## src/rtl/pcie_read_if.sv

```systemverilog
// Thread-side request/response handshake and RAM read port for pcie_read_mod.
// master = the read module, slave = the thread pipeline plus RAM read port.
interface pcie_read_if #(
  parameter int unsigned ID_W = 7
);
  logic            req_valid;
  logic [ID_W-1:0] req_core_id;
  logic            req_ready;
  logic            RAM_busy;
  logic            RAM_rd_en;
  logic [10:0]     RAM_addr;
  logic [31:0]     RAM_rdata;
  logic            rsp_valid;
  logic            rsp_ready;
  logic [127:0]    rsp_data;
  logic [ID_W-1:0] rsp_core_id;
  logic            rsp_fresh;

  modport master (
    input  req_valid, req_core_id, RAM_busy, RAM_rdata, rsp_ready,
    output req_ready, RAM_rd_en, RAM_addr, rsp_valid, rsp_data, rsp_core_id, rsp_fresh
  );

  modport slave (
    output req_valid, req_core_id, RAM_busy, RAM_rdata, rsp_ready,
    input  req_ready, RAM_rd_en, RAM_addr, rsp_valid, rsp_data, rsp_core_id, rsp_fresh
  );
endinterface

```

## src/rtl/pcie_read_mod.sv

```systemverilog
// Pulls a 128-bit host response for one thread out of the shared PCIe RAM and
// flags it fresh/stale via a per-thread lead bit. Optional macro: READ_RETRY_EN.
//
// state | meaning
// IDLE  | ready for a thread request
// ISSUE | issuing the four word reads (stalls on RAM_busy)
// DRAIN | waiting for the remaining read data to return
// RESP  | response presented, waiting for rsp_ready
// WAIT  | (READ_RETRY_EN) stale result, pausing POLL_GAP cycles before re-reading
module pcie_read_mod #(
  parameter int unsigned NTHREAD   = 128,
  parameter int unsigned ID_W      = 7,
  parameter logic [10:0] RESP_BASE = 11'h200,
  parameter int unsigned RD_LAT    = 1,
  parameter int unsigned POLL_GAP  = 16
) (
  input logic         i_clk,
  input logic         i_rst_n,
  pcie_read_if.master bus
);

  if (RD_LAT < 1 || RD_LAT > 3) begin : g_bad_rd_lat
    $error("pcie_read_mod: RD_LAT must be 1..3");
  end
  if ((2 ** ID_W) < NTHREAD) begin : g_bad_id_w
    $error("pcie_read_mod: ID_W too narrow for NTHREAD");
  end
  if (POLL_GAP < 1) begin : g_bad_poll_gap
    $error("pcie_read_mod: POLL_GAP must be at least 1");
  end

`ifdef READ_RETRY_EN
  typedef enum logic [2:0] {S_IDLE, S_ISSUE, S_DRAIN, S_RESP, S_WAIT} state_t;
  localparam int unsigned WAIT_W = (POLL_GAP > 1) ? $clog2(POLL_GAP) : 1;
  logic [WAIT_W-1:0] r_wait_cnt;
`else
  typedef enum logic [1:0] {S_IDLE, S_ISSUE, S_DRAIN, S_RESP} state_t;
`endif

  state_t             r_state;
  logic               r_req_ready;
  logic               r_rd_en;
  logic [10:0]        r_addr;
  logic [ID_W-1:0]    r_id;
  logic [1:0]         r_issue_cnt;
  logic [1:0]         r_rcv_cnt;
  logic [RD_LAT-1:0]  r_pend;
  logic               r_rsp_valid;
  logic [127:0]       r_rsp_data;
  logic [ID_W-1:0]    r_rsp_core_id;
  logic               r_rsp_fresh;
  logic [NTHREAD-1:0] r_exp_lead;

  logic [10:0] w_addr;
  logic        w_land;
  logic        w_match;
  logic        w_rcv_state;

  assign w_addr      = RESP_BASE + (11'(r_id) << 2) + 11'(r_issue_cnt);
  assign w_land      = r_pend[RD_LAT-1];
  // Bit 31 of the fourth word is rsp_data[127], the host's lead bit.
  assign w_match     = (bus.RAM_rdata[31] == r_exp_lead[r_id]);
  assign w_rcv_state = (r_state == S_ISSUE) || (r_state == S_DRAIN);

  always_ff @(posedge i_clk) begin
    if (!i_rst_n) begin
      r_state       <= S_IDLE;
      r_req_ready   <= 1'b0;
      r_rd_en       <= 1'b0;
      r_addr        <= '0;
      r_id          <= '0;
      r_issue_cnt   <= '0;
      r_rcv_cnt     <= '0;
      r_pend        <= '0;
      r_rsp_valid   <= 1'b0;
      r_rsp_data    <= '0;
      r_rsp_core_id <= '0;
      r_rsp_fresh   <= 1'b0;
      r_exp_lead    <= '1;
`ifdef READ_RETRY_EN
      r_wait_cnt    <= '0;
`endif
    end else begin
      r_pend  <= RD_LAT'({r_pend, r_rd_en});
      r_rd_en <= 1'b0;

      if (w_land && w_rcv_state) begin
        r_rsp_data[{r_rcv_cnt, 5'd0} +: 32] <= bus.RAM_rdata;
        r_rcv_cnt <= r_rcv_cnt + 2'd1;
      end

      case (r_state)
        S_IDLE: begin
          r_req_ready <= 1'b1;
          if (bus.req_valid && r_req_ready) begin
            r_id        <= bus.req_core_id;
            r_issue_cnt <= '0;
            r_rcv_cnt   <= '0;
            r_req_ready <= 1'b0;
            r_state     <= S_ISSUE;
          end
        end

        S_ISSUE: begin
          if (!bus.RAM_busy) begin
            r_rd_en     <= 1'b1;
            r_addr      <= w_addr;
            r_issue_cnt <= r_issue_cnt + 2'd1;
            if (r_issue_cnt == 2'd3) r_state <= S_DRAIN;
          end
        end

        S_DRAIN: begin
          if (w_land && (r_rcv_cnt == 2'd3)) begin
`ifdef READ_RETRY_EN
            if (w_match) begin
              r_rsp_valid   <= 1'b1;
              r_rsp_fresh   <= 1'b1;
              r_rsp_core_id <= r_id;
              r_state       <= S_RESP;
            end else begin
              r_wait_cnt <= WAIT_W'(POLL_GAP - 1);
              r_state    <= S_WAIT;
            end
`else
            r_rsp_valid   <= 1'b1;
            r_rsp_fresh   <= w_match;
            r_rsp_core_id <= r_id;
            r_state       <= S_RESP;
`endif
          end
        end

        S_RESP: begin
          if (bus.rsp_ready) begin
            r_rsp_valid <= 1'b0;
            if (r_rsp_fresh) r_exp_lead[r_id] <= ~r_exp_lead[r_id];
            r_req_ready <= 1'b1;
            r_state     <= S_IDLE;
          end
        end

`ifdef READ_RETRY_EN
        S_WAIT: begin
          if (r_wait_cnt == '0) begin
            r_issue_cnt <= '0;
            r_rcv_cnt   <= '0;
            r_state     <= S_ISSUE;
          end else begin
            r_wait_cnt <= r_wait_cnt - 1'b1;
          end
        end
`endif

        default: r_state <= S_IDLE;
      endcase
    end
  end

  assign bus.req_ready   = r_req_ready;
  assign bus.RAM_rd_en   = r_rd_en;
  assign bus.RAM_addr    = r_addr;
  assign bus.rsp_valid   = r_rsp_valid;
  assign bus.rsp_data    = r_rsp_data;
  assign bus.rsp_core_id = r_rsp_core_id;
  assign bus.rsp_fresh   = r_rsp_fresh;

endmodule
```

## src/flat_wrapper.sv

```systemverilog
// flat-port wrapper written by rule: the top's interface ports become plain ports
module pcie_read_mod_flat 
#(
  parameter int unsigned NTHREAD   = 128,
  parameter int unsigned ID_W      = 7,
  parameter logic [10:0] RESP_BASE = 11'h200,
  parameter int unsigned RD_LAT    = 1,
  parameter int unsigned POLL_GAP  = 16
)
  (i_clk, i_rst_n, bus_req_valid, bus_req_core_id, bus_RAM_busy, bus_RAM_rdata, bus_rsp_ready, bus_req_ready, bus_RAM_rd_en, bus_RAM_addr, bus_rsp_valid, bus_rsp_data, bus_rsp_core_id, bus_rsp_fresh);
  pcie_read_if #(.ID_W(ID_W)) bus_i ();
  input logic i_clk;
  input logic i_rst_n;
  input wire logic [$bits(bus_i.req_valid)-1:0] bus_req_valid;
  input wire logic [$bits(bus_i.req_core_id)-1:0] bus_req_core_id;
  input wire logic [$bits(bus_i.RAM_busy)-1:0] bus_RAM_busy;
  input wire logic [$bits(bus_i.RAM_rdata)-1:0] bus_RAM_rdata;
  input wire logic [$bits(bus_i.rsp_ready)-1:0] bus_rsp_ready;
  output wire logic [$bits(bus_i.req_ready)-1:0] bus_req_ready;
  output wire logic [$bits(bus_i.RAM_rd_en)-1:0] bus_RAM_rd_en;
  output wire logic [$bits(bus_i.RAM_addr)-1:0] bus_RAM_addr;
  output wire logic [$bits(bus_i.rsp_valid)-1:0] bus_rsp_valid;
  output wire logic [$bits(bus_i.rsp_data)-1:0] bus_rsp_data;
  output wire logic [$bits(bus_i.rsp_core_id)-1:0] bus_rsp_core_id;
  output wire logic [$bits(bus_i.rsp_fresh)-1:0] bus_rsp_fresh;
  assign bus_i.req_valid = bus_req_valid;
  assign bus_i.req_core_id = bus_req_core_id;
  assign bus_i.RAM_busy = bus_RAM_busy;
  assign bus_i.RAM_rdata = bus_RAM_rdata;
  assign bus_i.rsp_ready = bus_rsp_ready;
  assign bus_req_ready = bus_i.req_ready;
  assign bus_RAM_rd_en = bus_i.RAM_rd_en;
  assign bus_RAM_addr = bus_i.RAM_addr;
  assign bus_rsp_valid = bus_i.rsp_valid;
  assign bus_rsp_data = bus_i.rsp_data;
  assign bus_rsp_core_id = bus_i.rsp_core_id;
  assign bus_rsp_fresh = bus_i.rsp_fresh;
  pcie_read_mod #(.NTHREAD(NTHREAD), .ID_W(ID_W), .RESP_BASE(RESP_BASE), .RD_LAT(RD_LAT), .POLL_GAP(POLL_GAP)) u_core (.i_clk(i_clk), .i_rst_n(i_rst_n), .bus(bus_i));
endmodule
```

## config.mk

```make
export PLATFORM = sky130hd
export DESIGN_NAME = pcie_read_mod_flat
export DESIGN_NICKNAME = d
export VERILOG_FILES = /design/src/rtl/pcie_read_if.sv /design/src/rtl/pcie_read_mod.sv /design/src/flat_wrapper.sv
export SDC_FILE = /design/constraint.sdc
export NUM_CORES = 1
export LEC_CHECK = 0
export CAP_MARGIN = 20
export CORE_UTILIZATION = 58
export CTS_CLUSTER_SIZE = 14
export DETAILED_ROUTE_END_ITERATION = 6
export PLACE_DENSITY = 0.9
export SETUP_SLACK_MARGIN = 0.5
export SYNTH_ARGS = -nofsm -noshare
export SYNTH_HDL_FRONTEND = slang
export SYNTH_SLANG_ARGS = --single-unit
```

## constraint.sdc

```tcl
create_clock -name i_clk -period 6.6 [get_ports i_clk]
set_clock_uncertainty 0.15 [all_clocks]
set_input_delay 0.66 -clock i_clk [delete_from_list [all_inputs] [get_ports i_clk]]
set_output_delay 0.66 -clock i_clk [all_outputs]
set_load 0.05 [all_outputs]
```

==> out/summary.json, run 1 <==
{
  "maximum_capacitance_violations": 0,
  "die-area_mm2": 0.0211,
  "ys_async_sr_fraction_pct": 0,
  "clock-sinks": 291,
  "grt_start_max_net_pins": 155,
  "first_global_vias": 11100,
  "r2r_cells": 8,
  "timing.critical_path.slowest_cell_delay_ps": 870,
  "finalCritPeriodShare_pct": 59.5,
  "clock_tree_from_tritoncts": "yes",
  "cts_buffer_depth": 3,
  "worst-endpoint-required_ps": 6940,
  "holdPathStages": 2,
  "post_cts.repair.setup_buffers": 0,
  "core.rowCount": 52,
  "gpl_congestion": 0.841,
  "peakVddDrop_v": 0.000242,
  "synth-warning-count": 0,
  "crit-reg2reg-launch": "u_core.r_id[2]",
  "worst_setup_path_category": "register to register",
  "cp_top_family": "simple AND/OR/NAND/NOR gates",
  "ctsHtreeMaxLevel": 1,
  "drt_first_pass_iters": 7,
  "die_x_extent_um": 145,
  "io_pins": 194,
  "synthMostInstantiatedCell": "sky130_fd_sc_hd__dfxtp_1",
  "setup_viol_count_final": 0,
  "fin_cells": 1724,
  "critPathArrivalTime_ps": 4270,
  "synthCells": 1313,
  "place.port_buffers": 192,
  "setup.worst_path.end_class": "register",
  "drc": 0,
  "crit_path_start_kind": "register",
  "crit_chain": "buf_4 -> mux4_2 -> mux2_2 -> o2bb2ai_1 -> a211o_1 -> or2_1 -> nand2_1 -> nand3_1",
  "clock.fmax_mhz": 255,
  "totalNegativeSetupSlack_ps": 0,
  "post_synth.cell_area_avg_um2": 9.08,
  "global_route.peak_usage_layer": "met2",
  "rrSetupSlack_ps": 2670,
  "global_route.usage.met3_pct": 10.1,
  "detail_route.vias_per_cell": 6.63,
  "synth_largest_area_cell": "sky130_fd_sc_hd__dfxtp_1",
  "num_vias": 11400,
  "starting_density_of_the_core_pct": 59.1,
  "die_height_um": 145,
  "holdCritPathClass": "register to register",
  "status": "complete, no violations",
  "synth-edff-count": 0,
  "power-per-cell-area_mw_per_mm2": 276,
  "met2_usage_pct": 55.3,
  "timing.max_slew.rel_slack_pct": 23.7,
  "ctsResizeCount": 0,
  "synth-main-ff-cell": "sky130_fd_sc_hd__dfxtp_1",
  "drt-initial-drc-count": 1094,
  "timing.critical_path.buf_inv": 1,
  "whs_endpoint": "u_core.bus.RAM_addr[0]",
  "groute.layer.met1.usage_pct": 41.7,
  "number_of_antenna_violations_at_the_first_check_in_global_routing": 0,
  "synth.ff_latch_count": 291,
  "worstHoldStart": "u_core.bus.RAM_addr[0]",
  "synth_top_cell_area_share_pct": 48.9,
  "final_hold_violations": 0,
  "grt_setup_unrepaired": "false",
  "min_period_ps": 3930,
  "placedCellCount": 1669,
  "synth.top_cells.by_area": "sky130_fd_sc_hd__dfxtp_1 49%, sky130_fd_sc_hd__a22oi_1 8.2%, sky130_fd_sc_hd__nor2_1 5.8%",
  "grt_remaining_overflow": 0,
  "report.final.slew_viol_count": 0,
  "ant_nets": 0,
  "cts.clk_slew.worst_paths_ps": 60,
  "placeable_core_region_mm2": 0.0202,
  "holdBufCountCts": 0,
  "crit_path_top_delay_cell": "sky130_fd_sc_hd__or2_1",
  "cts.root.buffer_cell": "sky130_fd_sc_hd__clkbuf_16",
  "post_route_cells_drive_above_1_share_pct": 7.84,
  "crit_path_max_fanout": 32,
  "avgRoutedWirePerCell_um": 21.6,
  "wl_um": 37200,
  "syn_nets": 1368,
  "cts_inserted_buffers": 29,
  "clock_insertion_delay_at_the_later_pin_of_the_skew_report_ps": 570,
  "design.final.nets": 1487,
  "syn_to_final_growth_pct": 24.9,
  "insertedDiodeCount": 0,
  "leakagePower_nw": 4.84,
  "worst_slew_pin_slew_ps": 1140,
  "synthDistinctLibCells": 60,
  "grtUsageTotal_pct": 34.0,
  "wire_length_of_the_first_global_routing_pass_um": 58400,
  "post_synth_instance_area_mm2": 0.0119,
  "synth_common_cells": "291 x sky130_fd_sc_hd__dfxtp_1, 184 x sky130_fd_sc_hd__nor2_1, 130 x sky130_fd_sc_hd__a22oi_1",
  "regToRegEndpoint": "u_core.r_exp_lead[59]",
  "synth_sequential_area_ratio_pct": 48.9,
  "detailed_place_hpwl_um": 22200
}
where the power goes:
| part | leakage (nW) | switching, W | internal [W] | total, W |
|---|---|---|---|---|
| clock | 0.519 | 0.000716 | 0.00106 | 0.00178 |
| sequential | 2.35 | 0.0000548 | 0.00178 | 0.00183 |
| combinational | 1.97 | 0.000336 | 0.000159 | 0.000495 |
flip-flops by register name, summed over array words and instances, names as in the netlist:
register	count
u_core.bus.rsp_data	128
u_core.r_exp_lead	128
u_core.bus.RAM_addr	10
u_core.bus.rsp_core_id	7
u_core.r_id	7
u_core.r_issue_cnt	2
u_core.r_rcv_cnt	2
u_core.r_state	2
u_core.bus.RAM_rd_en	1
u_core.bus.req_ready	1
u_core.bus.rsp_fresh	1
u_core.bus.rsp_valid	1
u_core.r_pend	1
per-layer routing:
metal / vias to the layer above / share of wire (%)
met5: - / 0
met4: 0 / 4.5
met3: 145 / 11
met2: 720 / 47
met1: 5459 / 37
li1: 5113 / -
worst min-delay path: cells and delay by family (launching register included):
kind,cells,cell delay (ps)
flip-flops,1,310
AND/OR/NAND/NOR,1,50
AO/OA/AOI/OAI,1,50
kinds of logic after synthesis:
| group | Yosys count | synth area share, % |
|---|---|---|
| multiplexers | 33 | 4.42 |
| adder cells (fa/ha/maj) | 11 | 1.15 |
| AO/OA/AOI/OAI | 441 | 25.5 |
| XOR/XNOR | 1 | 0.0735 |
| AND/OR/NAND/NOR | 393 | 14.7 |
| flip-flops | 291 | 48.9 |
| buffers and inverters | 142 | 5.33 |
| other | 1 | 0.0314 |
worst max-delay path by stage:
stage	startpoint	to	slack, ps	cells past startpoint
6_report	u_core.r_id[2]	u_core.r_exp_lead[59]	2670	8
4_1_cts	u_core.r_id[2]	u_core.r_exp_lead[41]	2850	8
5_1_grt	u_core.r_id[2]	u_core.r_exp_lead[14]	2520	7
3_5_place_dp	u_core.r_id[2]	u_core.r_exp_lead[0]	2880	7
3_3_place_gp	u_core.r_id[2]	u_core.r_exp_lead[0]	3040	7
2_1_floorplan	u_core.r_id[0]	u_core.bus.rsp_fresh	4230	9
cell usage in the layout (no fill, tap or decap), types with 7 or more instances in the layout:
master / netlist / layout
sky130_fd_sc_hd__mux4_2: 14 / 14
sky130_fd_sc_hd__nor2_1: 184 / 184
sky130_fd_sc_hd__a21oi_1: 38 / 38
sky130_fd_sc_hd__nand2_1: 97 / 97
sky130_fd_sc_hd__a22oi_1: 130 / 130
sky130_fd_sc_hd__a31oi_1: 75 / 75
sky130_fd_sc_hd__nor2b_1: 7 / 7
sky130_fd_sc_hd__clkbuf_16: 0 / 29
sky130_fd_sc_hd__a211oi_1: 67 / 67
sky130_fd_sc_hd__mux2i_1: 14 / 14
sky130_fd_sc_hd__nor3_1: 12 / 12
sky130_fd_sc_hd__ha_1: 11 / 11
sky130_fd_sc_hd__o21ai_0: 68 / 68
sky130_fd_sc_hd__nand4_1: 10 / 10
sky130_fd_sc_hd__clkbuf_8: 0 / 12
sky130_fd_sc_hd__inv_1: 9 / 9
sky130_fd_sc_hd__buf_4: 5 / 27
sky130_fd_sc_hd__nand3_1: 41 / 41
sky130_fd_sc_hd__clkdlybuf4s50_1: 0 / 191
sky130_fd_sc_hd__a221oi_1: 12 / 12
sky130_fd_sc_hd__o311ai_1: 30 / 30
sky130_fd_sc_hd__dfxtp_1: 291 / 289
sky130_fd_sc_hd__nand3b_1: 10 / 10
through the flow:
stage	cell area (um^2)	hold slack, ps	setup slack (ps)	utilization, %	power (W)
after floorplan	11900	298	4230	-	0.00222
after global placement	13800	294	3040	68.5	0.00233
after detailed placement	13800	296	2880	68.5	0.00234
after CTS	14900	304	2850	73.6	0.00409
after global routing	14900	331	2520	73.8	0.00421
final	14900	307	2670	73.8	0.00410
cell type report:
class | instances | area (um^2)
Tap cell | 270 | 338
Timing Repair Buffer | 220 | 2150
Inverter | 10 | 42.5
Clock inverter | 10 | 146
Clock buffer | 43 | 898
Sequential cell | 291 | 5830
Multi-Input combinational cell | 880 | 5490
Fill cell | 1296 | 5280
(Power assumes the default switching activity.)
==> inputs of run 2 (changes only) <==
--- a/config.mk
+++ b/config.mk
@@ -6,10 +6,10 @@
 export NUM_CORES = 1
 export LEC_CHECK = 0
 export CAP_MARGIN = 20
-export CORE_UTILIZATION = 58
+export CORE_UTILIZATION = 53
 export CTS_CLUSTER_SIZE = 14
 export DETAILED_ROUTE_END_ITERATION = 6
-export PLACE_DENSITY = 0.9
+export PLACE_DENSITY = 0.83
 export SETUP_SLACK_MARGIN = 0.5
 export SYNTH_ARGS = -nofsm -noshare
 export SYNTH_HDL_FRONTEND = slang
==> constraint.sdc (replaced) <==
create_clock -name i_clk -period 3.8 [get_ports i_clk]
set_clock_uncertainty 0.15 [all_clocks]
set_input_delay 0.38 -clock i_clk [delete_from_list [all_inputs] [get_ports i_clk]]
set_output_delay 0.38 -clock i_clk [all_outputs]
set_load 0.05 [all_outputs]
==> run 2 against run 1 <==
Effect of this change: first-iteration DRC count grew 3.9%; die area grew 9.3%; hold slack lost 230 ps.
==> out/summary.json, run 2 (synthesis gave the netlist of run 1 again) <==
{
  "status": "complete, no violations",
  "rrSetupSlack_ps": 690,
  "gpl_congestion": 0.892,
  "multi_input_area_mm2": 0.00549,
  "worst-endpoint-required_ps": 4090,
  "io_pins": 194,
  "clock_tree_from_tritoncts": "yes",
  "grt_setup_unrepaired": "false",
  "finalCritPeriodShare_pct": 81.7,
  "internal_portion_of_total_power_w": 0.00511,
  "setup_viol_count_final": 0,
  "cts_buffer_depth": 3,
  "detailed_place_hpwl_um": 22900,
  "maximum_capacitance_violations": 0,
  "critPathArrivalTime_ps": 3400,
  "net-switching-power_w": 0.00193,
  "syn_to_final_growth_pct": 25.2,
  "holdCritPathClass": "primary input to register",
  "min_period_ps": 3110,
  "regToRegEndpoint": "u_core.bus.rsp_fresh",
  "setup.worst_path.end": "u_core.bus.rsp_fresh",
  "seqCellArea_mm2": 0.00583,
  "crit_path_top_delay_cell": "sky130_fd_sc_hd__nor4_1",
  "cts.clk_slew.worst_paths_ps": 60,
  "ctsHtreeMaxLevel": 1,
  "grtUsageTotal_pct": 30.0,
  "starting_density_of_the_core_pct": 54.3,
  "drc": 0,
  "cts.root.buffer_cell": "sky130_fd_sc_hd__clkbuf_16",
  "share_seq_of_total_power_pct": 45.0,
  "crit_path_max_fanout": 18,
  "wl_um": 36200,
  "peakVddDrop_v": 0.000363,
  "timing.max_slew.rel_slack_pct": 32.3,
  "first_global_vias": 10600,
  "placeable_core_region_mm2": 0.0220,
  "grt_remaining_overflow": 0,
  "die-area_mm2": 0.0231,
  "worst_slew_pin_slew_ps": 1010,
  "core.rowCount": 54,
  "num_vias": 11200,
  "power-per-cell-area_mw_per_mm2": 472,
  "cts_inserted_buffers": 30,
  "place.port_buffers": 192,
  "holdBufCountCts": 0,
  "crit_path_start_kind": "register",
  "number_of_antenna_violations_at_the_first_check_in_global_routing": 0,
  "die_x_extent_um": 152,
  "crit_chain": "buf_4 -> nor2_1 -> nand2_1 -> nor4_1 -> nor4_4 -> a31oi_1 -> nand3b_1 -> a2111oi_2",
  "final_hold_violations": 0,
  "ctsResizeCount": 0,
  "design.final.nets": 1499,
  "r2r_cells": 8,
  "die_height_um": 152,
  "swShare_pct": 27.4,
  "totalNegativeSetupSlack_ps": 0,
  "setup.worst_path.end_class": "register",
  "leakagePower_nw": 4.87,
  "crit-reg2reg-launch": "u_core.r_id[4]",
  "filler_cell_count": 1612,
  "worst_setup_path_category": "register to register",
  "clock.fmax_mhz": 322,
  "clock_insertion_delay_at_the_later_pin_of_the_skew_report_ps": 560,
  "timing.critical_path.slowest_cell_delay_ps": 690,
  "critical_path.startpoint": "u_core.r_id[4]",
  "ant_nets": 0,
  "detail_route.vias_per_cell": 6.44,
  "mostFrequentLayoutCell": "sky130_fd_sc_hd__dfxtp_1",
  "grt_start_max_net_pins": 92,
  "avgRoutedWirePerCell_um": 20.7,
  "post_route_cells_drive_above_1_share_pct": 8.59,
  "layout_common_cells": "289 x sky130_fd_sc_hd__dfxtp_1, 191 x sky130_fd_sc_hd__clkdlybuf4s50_1, 184 x sky130_fd_sc_hd__nor2_1",
  "drt_first_pass_iters": 7,
  "drt-initial-drc-count": 1137,
  "power.clock.fraction_pct": 42.0,
  "post_cts.repair.setup_buffers": 0,
  "wire_length_of_the_first_global_routing_pass_um": 56900,
  "pwr-share-comb_pct": 13.0,
  "report.final.slew_viol_count": 0,
  "finalHoldWorstSlack_ps": 80.8,
  "clock-sinks": 291,
  "insertedDiodeCount": 0
}
[run 2: layer usage]
| metal | part of all wire [%] | global-route usage (%) | vias up |
|---|---|---|---|
| met5 | 0 | 0 | - |
| met4 | 3.4 | 12.1 | 0 |
| met3 | 11 | 8.33 | 121 |
| met2 | 46 | 48.1 | 642 |
| met1 | 39 | 38.4 | 5343 |
| li1 | - | - | 5137 |
[run 2: power groups by stage]
stage	Clock, W	Sequential, W	Combinational (W)
2_1_floorplan	0	0.00323	0.000629
3_3_place_gp	0	0.00323	0.000870
3_5_place_dp	0	0.00323	0.000894
4_1_cts	0.00296	0.00316	0.000899
5_1_grt	0.00311	0.00317	0.000982
6_report	0.00296	0.00317	0.000918
[run 2: how the worst min path moves through the flow]
stage | cells past startpoint | to | start | slack (ps)
floorplan | 2 | u_core.bus.RAM_addr[1] | u_core.r_issue_cnt[1] | 300
global placement | 2 | u_core.bus.rsp_core_id[0] | u_core.bus.rsp_core_id[0] | 290
detailed placement | 2 | u_core.bus.RAM_addr[7] | u_core.bus.RAM_addr[7] | 300
CTS | 2 | u_core.r_exp_lead[37] | i_rst_n | 60
global route | 2 | u_core.r_exp_lead[44] | i_rst_n | 80
finish | 2 | u_core.r_exp_lead[37] | i_rst_n | 80
[run 2: metrics by stage]
stage          instance area [um^2]  setup slack (ps)  utilization [%]  instances  power (W)
3_5_place_dp                  13900               617             63.4       1692    0.00412
2_1_floorplan                 11900              1430                -       1313    0.00386
5_1_grt                       14900               585             68.0       1746    0.00726
6_report                      14900               695             68.0       1746    0.00704
3_3_place_gp                  13900               723             63.4       1692    0.00410
4_1_cts                       14900               583             68.0       1746    0.00703
[run 2: final cells by class]
type | count | area share (%)
inverters | 10 | 0.285
clock inverters | 16 | 0.955
well taps | 280 | 2.35
repair buffers | 231 | 14.9
multi-input cells | 880 | 36.8
flip-flops and latches | 291 | 39.1
clock buffers | 38 | 5.71
[run 2: worst max-delay path, delay by kind of cell (launching register included)]
kind,cells,cell delay [ps]
buffers and inverters,1,260
DFF,1,460
and+or+nand+nor,5,1490
AOI/OAI and AO/OA,2,620
==> inputs of run 3 (changes only) <==
--- a/config.mk
+++ b/config.mk
@@ -6,10 +6,10 @@
 export NUM_CORES = 1
 export LEC_CHECK = 0
 export CAP_MARGIN = 20
-export CORE_UTILIZATION = 53
+export CORE_UTILIZATION = 48
 export CTS_CLUSTER_SIZE = 14
 export DETAILED_ROUTE_END_ITERATION = 6
-export PLACE_DENSITY = 0.83
+export PLACE_DENSITY = 0.8
 export SETUP_SLACK_MARGIN = 0.5
 export SYNTH_ARGS = -nofsm -noshare
 export SYNTH_HDL_FRONTEND = slang
==> constraint.sdc (replaced) <==
create_clock -name i_clk -period 2.7 [get_ports i_clk]
set_clock_uncertainty 0.15 [all_clocks]
set_input_delay 0.27 -clock i_clk [delete_from_list [all_inputs] [get_ports i_clk]]
set_output_delay 0.27 -clock i_clk [all_outputs]
set_load 0.05 [all_outputs]
==> run 3 against run 2 <==
Effect of this change: the flow now finishes with violations (setup timing); hold slack better by 35 ps; non-clock buffer count up 65; worst setup slack worse by 730 ps; critical endpoint is now u_core.r_exp_lead[11].
==> out/summary.json, run 3 (synthesis gave the netlist of run 1 again) <==
{
  "status": "finished, violations left",
  "violations": "setup timing",
  "rrSetupSlack_ps": -30,
  "wl_um": 42800,
  "crit_path_max_fanout": 8,
  "timing.max_slew.rel_slack_pct": 29.3,
  "ant_nets": 0,
  "postLayoutSetupSlackWorst_ps": -31.9,
  "detail_route.vias_per_cell": 6.52,
  "cts.root.buffer_cell": "sky130_fd_sc_hd__clkbuf_16",
  "place.port_buffers": 192,
  "num_vias": 12100,
  "worstHoldStart": "bus_req_core_id[3]",
  "crit-reg2reg-launch": "u_core.r_id[2]",
  "clock_insertion_delay_at_the_later_pin_of_the_skew_report_ps": 560,
  "timing.critical_path.slowest_cell_delay_ps": 400,
  "worst_setup_path_category": "register to register",
  "worst-endpoint-required_ps": 3000,
  "whs_endpoint": "u_core.r_id[3]",
  "regToRegEndpoint": "u_core.r_exp_lead[11]",
  "drc": 0,
  "crit_path_start_kind": "register",
  "cts_buffer_depth": 3,
  "die-area_mm2": 0.0255,
  "syn_to_final_growth_pct": 41.2,
  "detailed_place_hpwl_um": 23100,
  "first_global_vias": 11000,
  "placedCellCount": 1764,
  "cp_top_family": "simple AND/OR/NAND/NOR gates",
  "holdCritPathClass": "primary input to register",
  "die_x_extent_um": 160,
  "drt-initial-drc-count": 1423,
  "finalCritPeriodShare_pct": 101,
  "crit_chain": "buf_12 -> buf_12 -> and3b_1 -> a311oi_2 -> a211oi_2 -> nor4_4 -> nand2_2 -> clkbuf_16 -> o311ai_1",
  "core.rowCount": 57,
  "setup_viol_count_final": 2,
  "grt_setup_unrepaired": "true",
  "fin_cells": 1856,
  "dp_worst_setup_slack_ps": -83.6,
  "maximum_capacitance_violations": 0,
  "mostFrequentLayoutCell": "sky130_fd_sc_hd__dfxtp_1",
  "grt_start_max_net_pins": 86,
  "gpl_congestion": 0.862,
  "leakagePower_nw": 5.70,
  "worst_slew_pin_slew_ps": 1060,
  "report.final.slew_viol_count": 0,
  "wire_length_of_the_first_global_routing_pass_um": 58500,
  "min_period_ps": 2730,
  "clock-sinks": 291,
  "power-per-cell-area_mw_per_mm2": 640,
  "final_hold_violations": 0,
  "timing.critical_path.buf_inv": 3,
  "clock.fmax_mhz": 366,
  "cts.clk_slew.worst_paths_ps": 70,
  "cts_inserted_buffers": 30,
  "starting_density_of_the_core_pct": 49.0,
  "path_common_cell": "sky130_fd_sc_hd__buf_12",
  "critPathArrivalTime_ps": 3030,
  "post_route_cells_drive_above_1_share_pct": 20.6,
  "placeable_core_region_mm2": 0.0243,
  "grt_remaining_overflow": 0,
  "holdPathStages": 3,
  "clock_tree_from_tritoncts": "yes",
  "setup.worst_path.end_class": "register",
  "grtUsageTotal_pct": 28.1,
  "layout_common_cells": "284 x sky130_fd_sc_hd__dfxtp_1, 181 x sky130_fd_sc_hd__nor2_1, 181 x sky130_fd_sc_hd__clkdlybuf4s50_1",
  "peakVddDrop_v": 0.000672,
  "design.final.nets": 1564,
  "die_height_um": 160,
  "io_pins": 194,
  "drt_first_pass_iters": 6,
  "insertedDiodeCount": 0,
  "number_of_antenna_violations_at_the_first_check_in_global_routing": 0,
  "filler_cell_count": 1557,
  "ctsHtreeMaxLevel": 1,
  "avgRoutedWirePerCell_um": 23.1,
  "r2r_cells": 9,
  "crit_path_top_delay_cell": "sky130_fd_sc_hd__nor4_4"
}
-- run 3: cell count changes in the layout (fill, tap and decap cells not counted), sizes merged --
cell,previous run,this run
clkdlybuf4s50,191,181
inv,11,10
buf,40,97
clkbuf,38,46
dlymetal6s2s,0,10
bufinv,2,3
dlygate4sd3,0,1
-- run 3: how the worst max path moves through the flow --
stage / start / to / cells past startpoint
5_1_grt: u_core.r_id[2] / u_core.r_exp_lead[11] / 9
3_3_place_gp: u_core.r_id[0] / u_core.r_exp_lead[0] / 8
6_report: u_core.r_id[2] / u_core.r_exp_lead[11] / 9
4_1_cts: u_core.r_id[0] / u_core.r_exp_lead[97] / 10
3_5_place_dp: u_core.r_id[0] / u_core.r_exp_lead[0] / 8
2_1_floorplan: u_core.r_id[2] / u_core.bus.rsp_fresh / 10
-- run 3: where the power goes --
group	internal, W	switching (W)
clock network	0.00256	0.00180
registers	0.00435	0.0000743
logic	0.000795	0.00119
total	0.00771	0.00307
-- run 3: layout make-up --
cell class	instances	area, um^2	share of cell area, %
inverter	10	42.5	0.253
clock inverter	16	164	0.974
clock buffer	39	876	5.20
sequential	291	5840	34.7
timing repair buffer	296	3040	18.1
tap	324	405	2.41
multi-input combinational	880	6460	38.4
-- run 3: per-stage QoR --
stage	power [W]	cell area [um^2]	utilization [%]	setup TNS, ps	hold slack, ps
detailed placement	0.00590	14400	59.2	-194	301
finish	0.0108	16800	69.2	-34.9	116
global placement	0.00588	14400	59.2	0	294
CTS	0.0103	15600	64.1	0	104
global route	0.0111	16800	69.2	-298	129
floorplan	0.00548	12100	-	0	248
-- run 3: what timing repair did --
| item | in CTS | in global routing |
|---|---|---|
| hold endpoints to repair | 16 | 0 |
| setup buffers | 11 | 16 |
| gates cloned | 0 | 9 |
| setup endpoints to repair | 153 | 267 |
| pin swaps | 3 | 23 |
| resized for setup | 15 | 166 |
| hold buffers | 1 | 0 |
-- run 3: routing by layer --
| layer | vias up | wire [um] | track usage (%) |
|---|---|---|---|
| li1 | 5261 | - | - |
| met5 | - | 0 | 0 |
| met4 | 0 | 1860 | 9.44 |
| met2 | 857 | 19900 | 45.7 |
| met1 | 5804 | 16100 | 36.0 |
| met3 | 170 | 4930 | 7.61 |
-- run 3: tightest hold or removal path, delay by kind of cell --
family          cells  cell delay [ps]
buf+inv             1              410
simple gates        1               60
compound gates      1               50
